`src/rtl/network_mac_seq_16s_14s.sv`:
```
// Dot-product sequencer for the shared 16s x 14s multiplier (2-cycle latency).
// Define NETWORK_MAC_SAT_EN to saturate out_data; otherwise it wraps.
module network_mac_seq_16s_14s #(
    parameter int LEN_WIDTH = 8,
    parameter int ACC_WIDTH = 38,
    parameter int SHIFT     = 13
) (
    input  logic                 clk,
    input  logic                 reset,
    input  logic                 start,
    input  logic [LEN_WIDTH-1:0] len,
    output logic                 busy,
    input  logic                 in_valid,
    output logic                 in_ready,
    input  logic [15:0]          in_a,
    input  logic [13:0]          in_b,
    output logic                 mul_ce,
    output logic [15:0]          mul_din0,
    output logic [13:0]          mul_din1,
    input  logic [29:0]          mul_dout,
    output logic                 out_valid,
    input  logic                 out_ready,
    output logic [15:0]          out_data,
    output logic                 out_ovf
);

    typedef enum logic [1:0] {
        S_IDLE,
        S_RUN,
        S_DRAIN,
        S_DONE
    } state_t;

    state_t                       state_q, state_d;
    logic [LEN_WIDTH-1:0]         len_q, len_d;
    logic [LEN_WIDTH-1:0]         cnt_q, cnt_d;
    logic [LEN_WIDTH-1:0]         cnt_inc;
    logic [1:0]                   v_q, v_d;
    logic signed [ACC_WIDTH-1:0]  acc_q, acc_d;
    logic signed [ACC_WIDTH-1:0]  prod_ext;
    logic signed [ACC_WIDTH-1:0]  s;
    logic [ACC_WIDTH-16:0]        s_hi;
    logic                         hs;
    logic                         ovf;
    logic [15:0]                  res;

    assign busy      = (state_q != S_IDLE);
    assign in_ready  = (state_q == S_RUN) && (cnt_q < len_q);
    assign hs        = in_valid && in_ready;
    assign mul_ce    = (state_q == S_RUN) || (state_q == S_DRAIN);
    assign mul_din0  = hs ? in_a : 16'd0;
    assign mul_din1  = hs ? in_b : 14'd0;
    assign out_valid = (state_q == S_DONE);
    assign cnt_inc   = cnt_q + 1'b1;
    assign prod_ext  = {{(ACC_WIDTH-30){mul_dout[29]}}, mul_dout};

    always_comb begin
        state_d = state_q;
        len_d   = len_q;
        cnt_d   = cnt_q;
        v_d     = v_q;
        acc_d   = acc_q;
        // Bubbles shift through too: the pipeline never stalls.
        if (mul_ce) begin
            v_d = {v_q[0], hs};
            if (v_q[1]) begin
                acc_d = acc_q + prod_ext;
            end
        end
        unique case (state_q)
            S_IDLE: begin
                if (start) begin
                    len_d   = len;
                    cnt_d   = '0;
                    acc_d   = '0;
                    state_d = (len == '0) ? S_DONE : S_RUN;
                end
            end
            S_RUN: begin
                if (hs) begin
                    cnt_d = cnt_inc;
                    if (cnt_inc == len_q) begin
                        state_d = S_DRAIN;
                    end
                end
            end
            S_DRAIN: begin
                // Last product is added on this edge when stage 0 is empty.
                if (!v_q[0]) begin
                    state_d = S_DONE;
                end
            end
            S_DONE: begin
                if (out_ready) begin
                    state_d = S_IDLE;
                end
            end
            default: state_d = S_IDLE;
        endcase
    end

    always_ff @(posedge clk) begin
        if (reset) begin
            state_q <= S_IDLE;
            len_q   <= '0;
            cnt_q   <= '0;
            v_q     <= '0;
            acc_q   <= '0;
        end else begin
            state_q <= state_d;
            len_q   <= len_d;
            cnt_q   <= cnt_d;
            v_q     <= v_d;
            acc_q   <= acc_d;
        end
    end

    assign s    = acc_q >>> SHIFT;
    assign s_hi = s[ACC_WIDTH-1:15];
    assign ovf  = !((&s_hi) || !(|s_hi));

`ifdef NETWORK_MAC_SAT_EN
    always_comb begin
        res = s[15:0];
        if (ovf) begin
            res = s[ACC_WIDTH-1] ? 16'h8000 : 16'h7FFF;
        end
    end
`else
    assign res = s[15:0];
`endif

    assign out_data = out_valid ? res : 16'd0;
    assign out_ovf  = out_valid && ovf;

endmodule

```
`config.mk`:
```
export PLATFORM = sky130hd
export DESIGN_NAME = network_mac_seq_16s_14s
export DESIGN_NICKNAME = d
export VERILOG_FILES = /design/src/rtl/network_mac_seq_16s_14s.sv
export SDC_FILE = /design/constraint.sdc
export NUM_CORES = 1
export LEC_CHECK = 0
export CAP_MARGIN = 20
export CORE_ASPECT_RATIO = 0.75
export CORE_UTILIZATION = 30
export CTS_CLUSTER_SIZE = 10
export DETAILED_ROUTE_END_ITERATION = 6
export GPL_TIMING_DRIVEN = 1
export PLACE_DENSITY = 0.58
export SYNTH_ARGS = -nofsm -noshare
export SYNTH_HDL_FRONTEND = slang
export SYNTH_SLANG_ARGS = --single-unit
```
`constraint.sdc`:
```
create_clock -name clk -period 5.18 [get_ports clk]
set_input_delay 0.777 -clock clk [delete_from_list [all_inputs] [get_ports clk]]
set_output_delay 0.777 -clock clk [all_outputs]
set_load 0.005 [all_outputs]
```
### Word-level counts from Yosys, hierarchy flattened

Index checks and enable logic that the tools add are counted.

* register bits: 58
* input bits: 73

* eq/ne operators: 9
* multiplexer cells: 17
* reduce and logical (&&, ||, !) cells: 16
* add/subtract/negate cells: 2
* order comparisons: 1

Operators with widths (count)
* $mux 38: 4
* $add 38x30->38: 1
* $mux 16: 2
* $mux 8: 2
* $pmux 8 s2: 1
* $mux 14: 1
* $mux 2: 6
* $reduce_and 10->1: 1
* $reduce_or 10->1: 1
* $add 8x1->8 const B: 1
* $eq 8x8->1: 1
* $logic_not 8->1: 1
* $lt 8x8->1: 1
* $pmux 2 s4: 1
* $ne 2x2->1 const B: 3
* $reduce_and 5->1: 1
* $eq 2x2->1 const B: 2
* $ne 2x1->1 const B: 2
* $reduce_bool 2->1: 2
* $logic_and 1x1->1: 3
* $reduce_and 3->1: 1
* $eq 2x1->1 const B: 1
* $logic_not 1->1: 2
* $logic_not 2->1: 1
* other kinds (2): 3

### Logic depth before layout (Yosys ltp)

Gate-level depths: netlist of run 1.

* depth after elaboration: 5
* gate-level depth with buffers: 13

### Worst setup path after synthesis of run 1

OpenSTA, ideal clock, no wires.

* kind: input-to-reg
* start point: input mul_dout[17]
* end point: register acc_q[36]
* cell stages on the path: 11
* library setup time: 119 ps
* arrival: 3056 ps
* setup slack: 2005 ps
* cells stage by stage: ha_1 a21o_1 a221o_1 or4_4 o211ai_2 a21oi_2 o211ai_2 nand3b_2 o31ai_2 xor2_1 o21ai_1

* longest elaborated chain between the ends: 5

RTL lines
* start: declaration: line 20 `input logic [29:0] mul_dout,`
* $add 38x30->38 (*): line 67 `acc_d = acc_q + prod_ext;`
* $mux 38 (*): line 66 `if (v_q[1]) begin`
* $mux 38 (*): line 64 `if (mul_ce) begin`
* $mux 38: line 72 `if (start) begin`
* $mux 38 (*): line 70 `unique case (state_q)`
* end signal: assignment: line 108 `acc_q <= '0;`
* end signal: assignment: line 114 `acc_q <= acc_d;`
* end: declaration: line 39 `logic signed [ACC_WIDTH-1:0] acc_q, acc_d;`

Mark *: on every way between the ends. The rest lies on a longest branch, timed or not.
A chain may end at the register's enable or synchronous reset.

### Worst setup path in the final report of run 1

* start point: register len_q[1]
* end point: output mul_din0[6]

* longest elaborated chain between the ends: 4

RTL lines
* start: declaration: line 35 `logic [LEN_WIDTH-1:0] len_q, len_d;`
* start signal: assignment: line 111 `len_q <= len_d;`
* $lt 8x8->1: line 48 `assign in_ready = (state_q == S_RUN) && (cnt_q < len_q);`
* $logic_and 1x1->1: line 48
* $logic_and 1x1->1: line 49 `assign hs = in_valid && in_ready;`
* $mux 16: line 51 `assign mul_din0 = hs ? in_a : 16'd0;`
* end: declaration: line 18 `output logic [15:0] mul_din0,`

Every way passes these cells.

==> metrics.md, run 1 <==
| Metric | Value |
|---|---|
| Outcome | `completed` |
| HP Class | `register to register` |
| Number of stages on the worst hold path | `2` |
| Post-CTS sizing | `0` |
| EDFF count, synth | `0` |
| Cell count after synthesis | `627` |
| Yosys reg bits | `58` |
| CTS Buf Count | `9` |
| Initial antenna violation count | `0` |
| Drt pass-1 iters | `5` |
| Max Fclk | `250 MHz` |
| Maximum VDD drop | `approximately 0.14 mV` |
| Remaining DRCs | `0` |
| Top-count cell post-synth | `nand2_1` |
| Startpoint types | `register` |
| Insertion delay to the later sink of the worst-skew pair | `330 ps` |
| Reg2Reg Depth | `13` |
| CTS H-tree lvls | `3` |
| Worst-case clock buffer depth | `2` |
| Drt wl/cell | `14.6 um` |
| Layout Area Growth over Synthesis | `36.0%` |
| Crit path max-delay cell type | `clkdlybuf4s50_1` |
| Io pins | `124` |
| Buffers & Inverters on Critical Path | `2` |
| FP Rows | `39` |
| Antenna Nets Post-Route | `0` |
| Clock transition at the registers of the reported paths | `50 ps` |
| Crit path max fanout | `38` |
| Grt peak-use layer | `met2` |
| WP depth | `11` |
| Flop pwr share | `29.8%` |
| Final wirelength | `13.9 mm` |
| Root Buffer | `clkbuf_16` |
| Setup TNS | `0 ps` |
| Mean post-synth cell area | `~7.6 sq um` |
| Largest net degree at the start of global routing | `39` |
| Synthesis warning total | `0` |
| Vias | `4709` |
| CP top delay family | `simple AND/OR/NAND/NOR gates` |
| CP cell instances | `inv_1, ha_1, nor2b_1, o21a_1, o21a_1, o21ai_0, nand2b_1, a211oi_1, or2_2, and2_1, clkdlybuf4s50_1` |
| Clock power frac | `a little over a third` |
| Worst-margin pin slew | `832 ps` |
| Predominant post-synthesis flop cell | `dfxtp_1` |
| Synth top area share | `24.3%` |
| Relative slew slack | `44.4%` |
| Final setup viols | `0` |
| Cell area after layout | `6490 sq um` |
| Share of layout cells above drive strength 1 | `4.30%` |
| Seq/Total Area, Yosys | `24.3%` |
| Dpl hpwl | `10.5 mm` |
| Antenna diodes | `0` |
| Final-report hold violation count | `0` |
| Internal Pwr Total | `1.12 mW` |
| Clock skew | `6.51 ps` |
| RePlAce Congestion | `0.895` |
| Most used cell, CP | `o21a_1` |
| Met3 usage | `under 10%` |
| Die Area | `16400 sq um` |
| CTS tree | `yes` |
| Initial core utilization | `a little under a third` |
| GRT Total Usage | `between 15 and 20%` |
| DIE WIDTH | `around 150 um` |
| Tcrit/Tclk final | `roughly 77%` |
| FFs w/ async S/R, synth | `0%` |
| First-pass GRT wire length | `roughly 23 mm` |
| Die Height | `111 um` |
| RSZ-0062 raised after global routing | `no` |
| Combinational power share | `34.0%` |
| Postcts setup bufs | `0` |
| Max Cap Viol | `0` |
| Grt met2 use | `between 20% and 30%` |
| CTS sink count | `58` |
| Core area | `15400 sq um` |
| Switching pwr | `approximately 0.53 mW` |
| DR iter-0 viols | `236` |
| Met1 Use GR | `24.8%` |
| Yosys cell types | `57` |
| Placed cell area | `6190 sq um` |
| Vias in the first global route | `4456` |
| Slowest cell delay on critical path | `510 ps` |
| Synthesized Nets | `752` |
| # nets final | `865` |
| Via/cell ratio | `4.96` |
| Final Max Tran Viols | `0` |
| # hold bufs at CTS | `0` |
| Switching share of total power | `31.8%` |
| Pleak | `2.64 nW` |
| Cell Pwr Density | `around 250 nW/um^2` |
| PortBufs | `123` |
| Worst path arrival time | `3220 ps` |
| Mapped Area | `4770 sq um` |
| Worst EP required | `4400 ps` |
| Remaining Overflow, GRT | `0` |
| Crit path time final | `4000 ps` |
| Area leader, netlist | `dfxtp_1` |
| Worst setup EP type | `output pin` |
| Synth cell count leaders | `nand2_1, a21oi_1, dfxtp_1` |
| Synth area leaders | `dfxtp_1, ha_1, a21oi_1` |
| Crit Path Class | `register to output pin` |
[registers in the layout, indices dropped and copies added, names as in the netlist]
| name | flops |
|---|---|
| cnt_q | 8 |
| v_q | 2 |
| state_q | 2 |
| len_q | 8 |
| acc_q | 38 |
[placed cells by master, fill, tap and decap left out, types with 6 or more instances in the layout]
master	n
nor4_1	7
a21o_1	19
inv_1	21
clkdlybuf4s50_1	123
and3_1	10
xor2_1	20
ha_1	51
dfxtp_1	58
a211oi_1	10
nor2b_1	6
xnor2_1	24
nand4_1	7
clkbuf_16	9
and2_1	52
nor2_1	25
nand2_1	93
nand2b_1	10
a21oi_1	72
o21ai_0	23
a31oi_1	8
nand3_1	20
[layer usage]
| metal | wire, um | vias to the layer above |
|---|---|---|
| met5 | 0 | - |
| li1 | - | 2449 |
| met2 | 5940 | 108 |
| met3 | 693 | 7 |
| met4 | 99 | 0 |
| met1 | 7130 | 2145 |
[layout make-up]
cell class	count	area (sq um)
clock buffers	15	298
clock inverters	1	5.00
fillers	1545	8880
inverters	21	78.8
multi-input cells	524	3440
flip-flops and latches	58	1160
well taps	205	256
repair buffers	126	1250
[final timing paths]
path	end	slack, ps	from
setup / recovery	mul_din0[6]	1180	len_q[1]$_SDFFE_PP0P_
hold / removal	acc_q[10]$_SDFF_PP0_	450	acc_q[10]$_SDFF_PP0_
hold reg to reg	acc_q[10]$_SDFF_PP0_	450	acc_q[10]$_SDFF_PP0_
setup reg to reg	acc_q[20]$_SDFF_PP0_	1910	acc_q[0]$_SDFF_PP0_
[logic make-up after synthesis]
kind of cell | count (synthesis) | synth area share, %
flops | 58 | 24.3
mux | 5 | 1.05
buf+inv | 45 | 3.67
fa+ha+maj | 52 | 13.8
simple gates | 251 | 26.6
xor+xnor | 44 | 8.07
compound gates | 172 | 22.5
[power groups by stage]
stage                     Sequential, mW  Clock, mW  Combinational, mW
after floorplan                    0.494          0              0.321
after global placement             0.499          0              0.549
after detailed placement           0.500          0              0.558
after CTS                          0.491      0.615              0.563
after global routing               0.495      0.638              0.616
final                              0.492      0.597              0.560
[worst reg2reg max path, stage by stage, from the launching register on]
cell and delay [ps]:
dfxtp_1 330, ha_1 170, inv_1 60, fa_1 400, nor2b_1 210, o2111ai_1 180
a211oi_1 520, nor3_1 130, o2bb2ai_1 190, o21ai_0 480, a21oi_1 170, xnor2_1 160
nand2_1 70, a21oi_1 130
[through the flow]
step           hold slack (ps)  std cells  worst slack [ps]  utilization [%]  total power, mW
6_report                   452        950              1180             42.2             1.65
2_1_floorplan              436        627              2010                -            0.815
3_3_place_gp               444        934              1160             40.3             1.05
4_1_cts                    457        950              1140             42.2             1.67
3_5_place_dp               449        934              1070             40.3             1.06
5_1_grt                    472        950               924             42.2             1.75
(Power assumes the default switching activity.)
==> run 2, diff against run 1 <==
Clock period 5.18 ns to 3.9 ns, I/O delays scaled along.
==> metrics.md, run 2 (same netlist as run 1, synthesis figures left out) <==
| Metric | Value |
|---|---|
| Tcrit/Tclk final | `about 92%` |
| Worst-margin pin slew | `729 ps` |
| Worst setup EP type | `output pin` |
| # hold bufs at CTS | `0` |
| Pre-CTS setup slack | `163 ps` |
| Clock skew | `around 8.7 ps` |
| Reg2Reg Depth | `12` |
| Crit path max fanout | `19` |
| Final wirelength | `14.0 mm` |
| Clock transition at the registers of the reported paths | `60 ps` |
| Dpl hpwl | `10.8 mm` |
| Relative slew slack | `51.3%` |
| CTS sink count | `58` |
| Die Height | `111 um` |
| # nets final | `874` |
| Layout Area Growth over Synthesis | `36.8%` |
| Crit Path Class | `register to output pin` |
| Most frequent cells in the layout | `clkdlybuf4s50_1, nand2_1, a21oi_1, dfxtp_1, and2_1` |
| Final-report hold violation count | `0` |
| R2R Path Start | `acc_q[18]$_SDFF_PP0_` |
| CTS Buf Count | `9` |
| Die Area | `16400 sq um` |
| Remaining Overflow, GRT | `0` |
| Root Buffer | `clkbuf_16` |
| PortBufs | `approximately 120` |
| Drt pass-1 iters | `4` |
| Outcome | `completed` |
| Startpoint types | `register` |
| Finished Layout Cells | `959` |
| Post-Place Cells | `roughly 940` |
| Largest net degree at the start of global routing | `39` |
| Io pins | `about 120` |
| Setup TNS | `0 ps` |
| Top Registers | `acc_q x38, cnt_q x8, len_q x8` |
| Insertion delay to the later sink of the worst-skew pair | `about 330 ps` |
| Remaining DRCs | `0` |
| CP top delay family | `compound AO/OA/AOI/OAI gates` |
| Antenna Nets Post-Route | `0` |
| CTS tree | `yes` |
| Final Max Tran Viols | `0` |
| Buffers & Inverters on Critical Path | `1` |
| Postcts setup bufs | `0` |
| Vias in the first global route | `around 4.6k` |
| Vias | `4791` |
| Worst path arrival time | `3010 ps` |
| Crit path max-delay cell type | `clkdlybuf4s50_1` |
| DIE WIDTH | `148 um` |
| Pleak | `2.66 nW` |
| Slowest cell delay on critical path | `510 ps` |
| DR iter-0 viols | `233` |
| Worst EP required | `3310 ps` |
| Setup ws final | `a little over 300 ps` |
| RePlAce Congestion | `0.911` |
| Share of layout cells above drive strength 1 | `5.31%` |
| Drt wl/cell | `14.6 um` |
| CP cell instances | `ha_1, nor2b_1, o21a_1, o21a_1, o21ai_0, nand2b_1, a211oi_2, or2_4, and2_1, clkdlybuf4s50_1` |
| Worst-case clock buffer depth | `2` |
| CTS H-tree lvls | `3` |
| HP Class | `register to register` |
| Antenna diodes | `0` |
| First-pass GRT wire length | `approximately 23 mm` |
| Hold EP | `acc_q[10]$_SDFF_PP0_` |
| Max Cap Viol | `0` |
| GRT Total Usage | `17.5%` |
| Initial antenna violation count | `0` |
| Via/cell ratio | `around 5` |
| Max reg flops | `38` |
| Final Power | `2.13 mW` |
| Maximum VDD drop | `approximately 0.19 mV` |
| Placed cell area | `6250 sq um` |
| Number of stages on the worst hold path | `2` |
| Max Fclk | `around 280 MHz` |
| Reg2reg end | `acc_q[36]$_SDFF_PP0_` |
| RSZ-0062 raised after global routing | `no` |
| Biggest register | `acc_q` |
| Core area | `between 15000 and 20000 sq um` |
| Worst hold start | `acc_q[10]$_SDFF_PP0_` |
| Most used cell, CP | `o21a_1` |
| Cell Pwr Density | `326 nW/um^2` |
| Commonest non-fill, non-tap cell in the layout | `clkdlybuf4s50_1` |
| Cell area after layout | `6530 sq um` |
| R2R setup slack | `850 ps` |
| Crit path time final | `3590 ps` |
| FP Rows | `39` |
| Final setup viols | `0` |
| Initial core utilization | `a little under a third` |
run 2: cell count changes in the layout (fill, tap and decap cells not counted), sizes merged:
| cell | delta |
|---|---|
| buf | +8 |
| clkbuf | -2 |
| clkinv | +2 |
| or2 | +1 |
run 2: timing repair:
action                     CTS  global route
setup endpoints to repair    1            30
resized for setup            1             3
gates cloned                 0             1
run 2: worst max path at each step:
stage	to	cells after the start	from	slack, ps
after global placement	acc_q[36]$_SDFF_PP0_	13	mul_dout[19]	210
final	mul_din1[0]	10	cnt_q[1]$_SDFFE_PP0P_	310
after detailed placement	acc_q[36]$_SDFF_PP0_	13	mul_dout[19]	160
after CTS	mul_din1[0]	11	len_q[1]$_SDFFE_PP0P_	140
after floorplan	acc_q[36]$_SDFF_PP0_	11	mul_dout[17]	920
after global routing	mul_din1[12]	11	len_q[1]$_SDFFE_PP0P_	60
run 2: where the power goes:
part | switching (mW) | total [mW] | internal, mW
Combinational | 0.395 | 0.759 | 0.364
Clock | 0.274 | 0.718 | 0.444
Sequential | 0.0291 | 0.653 | 0.624
Total | 0.698 | 2.13 | 1.43
run 2: metrics by stage:
step           utilization [%]  hold WS, ps
6_report                  42.5          454
5_1_grt                   42.5          472
3_3_place_gp              40.7          442
2_1_floorplan                -          436
4_1_cts                   42.4          458
3_5_place_dp              40.7          450
run 2: layout make-up:
type | count | area [sq um]
inverters | 21 | 78.8
repair buffers | 134 | 1310
flip-flops and latches | 58 | 1160
clock buffers | 13 | 250
fillers | 1562 | 8840
clock inverters | 3 | 15.0
multi-input cells | 525 | 3460
well taps | 205 | 256
run 2: per-layer routing:
metal  part of all wire (%)  wire, um  vias up  track usage, %
li1                       -         -     2472               -
met1                     51      7100     2212            24.9
met3                    4.8       671       10            3.46
met2                     43      6070       97            26.6
met5                      0         0        -               0
met4                   0.87       121        0            4.47
run 2: worst min-delay path, stage by stage, from the launching register on:
cell and delay, ps:
dfxtp_1 310, nand2_1 50, a21oi_1 50
==> run 3, diff against run 2 <==
Settings changed: CORE_UTILIZATION 30 to 50, PLACE_DENSITY 0.58 to 0.86.
==> metrics.md, run 3 (same netlist as run 1, synthesis figures left out) <==
| Metric | Value |
|---|---|
| Antenna Nets Post-Route | `0` |
| Reg2Reg Depth | `13` |
| Max Cap Viol | `0` |
| CP top delay family | `compound AO/OA/AOI/OAI gates` |
| Die Height | `between 80 and 90 um` |
| Root Buffer | `clkbuf_16` |
| Final-report hold violation count | `0` |
| Drt pass-1 iters | `7` |
| Dpl hpwl | `between 10 and 15 mm` |
| Cell Pwr Density | `about 350 nW/um^2` |
| Worst path arrival time | `approximately 3100 ps` |
| Relative slew slack | `between 40% and 50%` |
| Drt wl/cell | `16.1 um` |
| RePlAce Congestion | `0.912` |
| Insertion delay to the later sink of the worst-skew pair | `roughly 330 ps` |
| Antenna diodes | `0` |
| Io pins | `roughly 120` |
| Postcts setup bufs | `0` |
| # nets final | `870` |
| Max Fclk | `~270 MHz` |
| R2R Path Start | `len_q[1]$_SDFFE_PP0P_` |
| Commonest non-fill, non-tap cell in the layout | `clkdlybuf4s50_1` |
| Clock skew | `a little over 6 ps` |
| Worst setup EP type | `output pin` |
| Setup TNS | `0 ps` |
| Die Area | `9950 sq um` |
| CTS sink count | `58` |
| Crit Path Class | `register to output pin` |
| Most frequent cells in the layout | `clkdlybuf4s50_1, nand2_1, a21oi_1, dfxtp_1, and2_1` |
| R2R setup slack | `around 800 ps` |
| Most used cell, CP | `o21a_1` |
| Placed cell area | `6120 sq um` |
| Finished Layout Cells | `slightly below 900` |
| Crit path max-delay cell type | `clkdlybuf4s50_1` |
| Worst-margin pin slew | `roughly 830 ps` |
| Worst setup endpoint | `mul_din1[5]` |
| Critical Path Start | `len_q[1]$_SDFFE_PP0P_` |
| Top Registers | `acc_q x38, cnt_q x8, len_q x8` |
| Biggest register | `acc_q` |
| Cell area after layout | `6460 sq um` |
| HP Class | `register to register` |
| FP Rows | `30` |
| First-pass GRT wire length | `between 20 and 25 mm` |
| Pleak | `2.66 nW` |
| CTS Buf Count | `9` |
| Core area | `9160 sq um` |
| Remaining Overflow, GRT | `0` |
| Crit path max fanout | `16` |
| Maximum VDD drop | `approximately 0.20 mV` |
| Final setup viols | `0` |
| Share of layout cells above drive strength 1 | `under 10%` |
| GRT Total Usage | `29.0%` |
| Failing checks | `DRC` |
| Slowest cell delay on critical path | `520 ps` |
| RSZ-0062 raised after global routing | `no` |
| Buffers & Inverters on Critical Path | `2` |
| # hold bufs at CTS | `0` |
| Initial core utilization | `between 50% and 60%` |
| Worst-case clock buffer depth | `2` |
| CP cell instances | `inv_1, ha_1, nor2b_1, o21a_1, o21a_1, o21ai_0, nand2b_1, a211oi_2, or2_4, and2_1, clkdlybuf4s50_1` |
| Vias | `between 5k and 6k` |
| Crit path time final | `3690 ps` |
| PortBufs | `about 120` |
| Startpoint types | `register` |
| Post-CTS sizing | `0` |
| Outcome | `finished with violations` |
| Post-Place Cells | `861` |
| Remaining DRCs | `1` |
| DR iter-0 viols | `307` |
| Max reg flops | `38` |
| Worst EP required | `3310 ps` |
| Reg2reg end | `cnt_q[3]$_SDFFE_PP0P_` |
| Largest net degree at the start of global routing | `32` |
| Vias in the first global route | `4881` |
| Layout Area Growth over Synthesis | `35.2%` |
| WP depth | `11` |
| CTS tree | `yes` |
| DIE WIDTH | `between 100 and 150 um` |
| Final wirelength | `14.1 mm` |
| Via/cell ratio | `a little under 6` |
| CTS H-tree lvls | `3` |
| Final Max Tran Viols | `0` |
| Clock transition at the registers of the reported paths | `50 ps` |
| Tcrit/Tclk final | `94.6%` |
| Initial antenna violation count | `0` |
## run 3: layout make-up
type | count | area, sq um
clock buffer | 9 | 225
sequential | 58 | 1160
timing repair buffer | 130 | 1280
clock inverter | 7 | 93.8
inverter | 21 | 78.8
tap | 128 | 160
multi-input combinational | 525 | 3450
fill | 740 | 2700
## run 3: stage by stage
| stage | utilization (%) | hold slack (ps) | setup slack (ps) | power, mW |
|---|---|---|---|---|
| finish | 70.5 | 455 | 211 | 2.28 |
| global route | 70.5 | 481 | 106 | 2.39 |
| CTS | 70.3 | 460 | 16.7 | 2.28 |
| detailed placement | 66.8 | 452 | 191 | 1.41 |
| global placement | 66.8 | 443 | 310 | 1.38 |
| floorplan | - | 436 | 917 | 1.08 |
## run 3: worst min-delay path, cell delays in order, from the launching register on
cell	delay (ps)
dfxtp_1	310
nand2_1	50
a21oi_1	50
## run 3: per-layer routing
| metal | track usage [%] | share of wire (%) | vias up |
|---|---|---|---|
| met3 | 6.64 | 8.1 | 43 |
| li1 | - | - | 2456 |
| met2 | 52.1 | 48 | 235 |
| met4 | 12.4 | 3.0 | 0 |
| met1 | 33.2 | 41 | 2369 |
| met5 | 0 | 0 | - |
## run 3: where the power goes
| group | internal, mW | leakage (nW) | switching, mW | total [mW] |
|---|---|---|---|---|
| clock network | 0.557 | 0.151 | 0.302 | 0.860 |
| logic | 0.366 | 2.04 | 0.406 | 0.772 |
| registers | 0.623 | 0.469 | 0.0298 | 0.653 |
## run 3: worst min path at each step
stage / startpoint / to / slack (ps) / cells past startpoint
2_1_floorplan: acc_q[10]$_SDFF_PP0_ / acc_q[10]$_SDFF_PP0_ / 440 / 2
3_3_place_gp: acc_q[5]$_SDFF_PP0_ / acc_q[5]$_SDFF_PP0_ / 440 / 2
3_5_place_dp: acc_q[10]$_SDFF_PP0_ / acc_q[10]$_SDFF_PP0_ / 450 / 2
4_1_cts: acc_q[10]$_SDFF_PP0_ / acc_q[10]$_SDFF_PP0_ / 460 / 2
5_1_grt: acc_q[4]$_SDFF_PP0_ / acc_q[4]$_SDFF_PP0_ / 480 / 2
6_report: acc_q[5]$_SDFF_PP0_ / acc_q[5]$_SDFF_PP0_ / 450 / 2
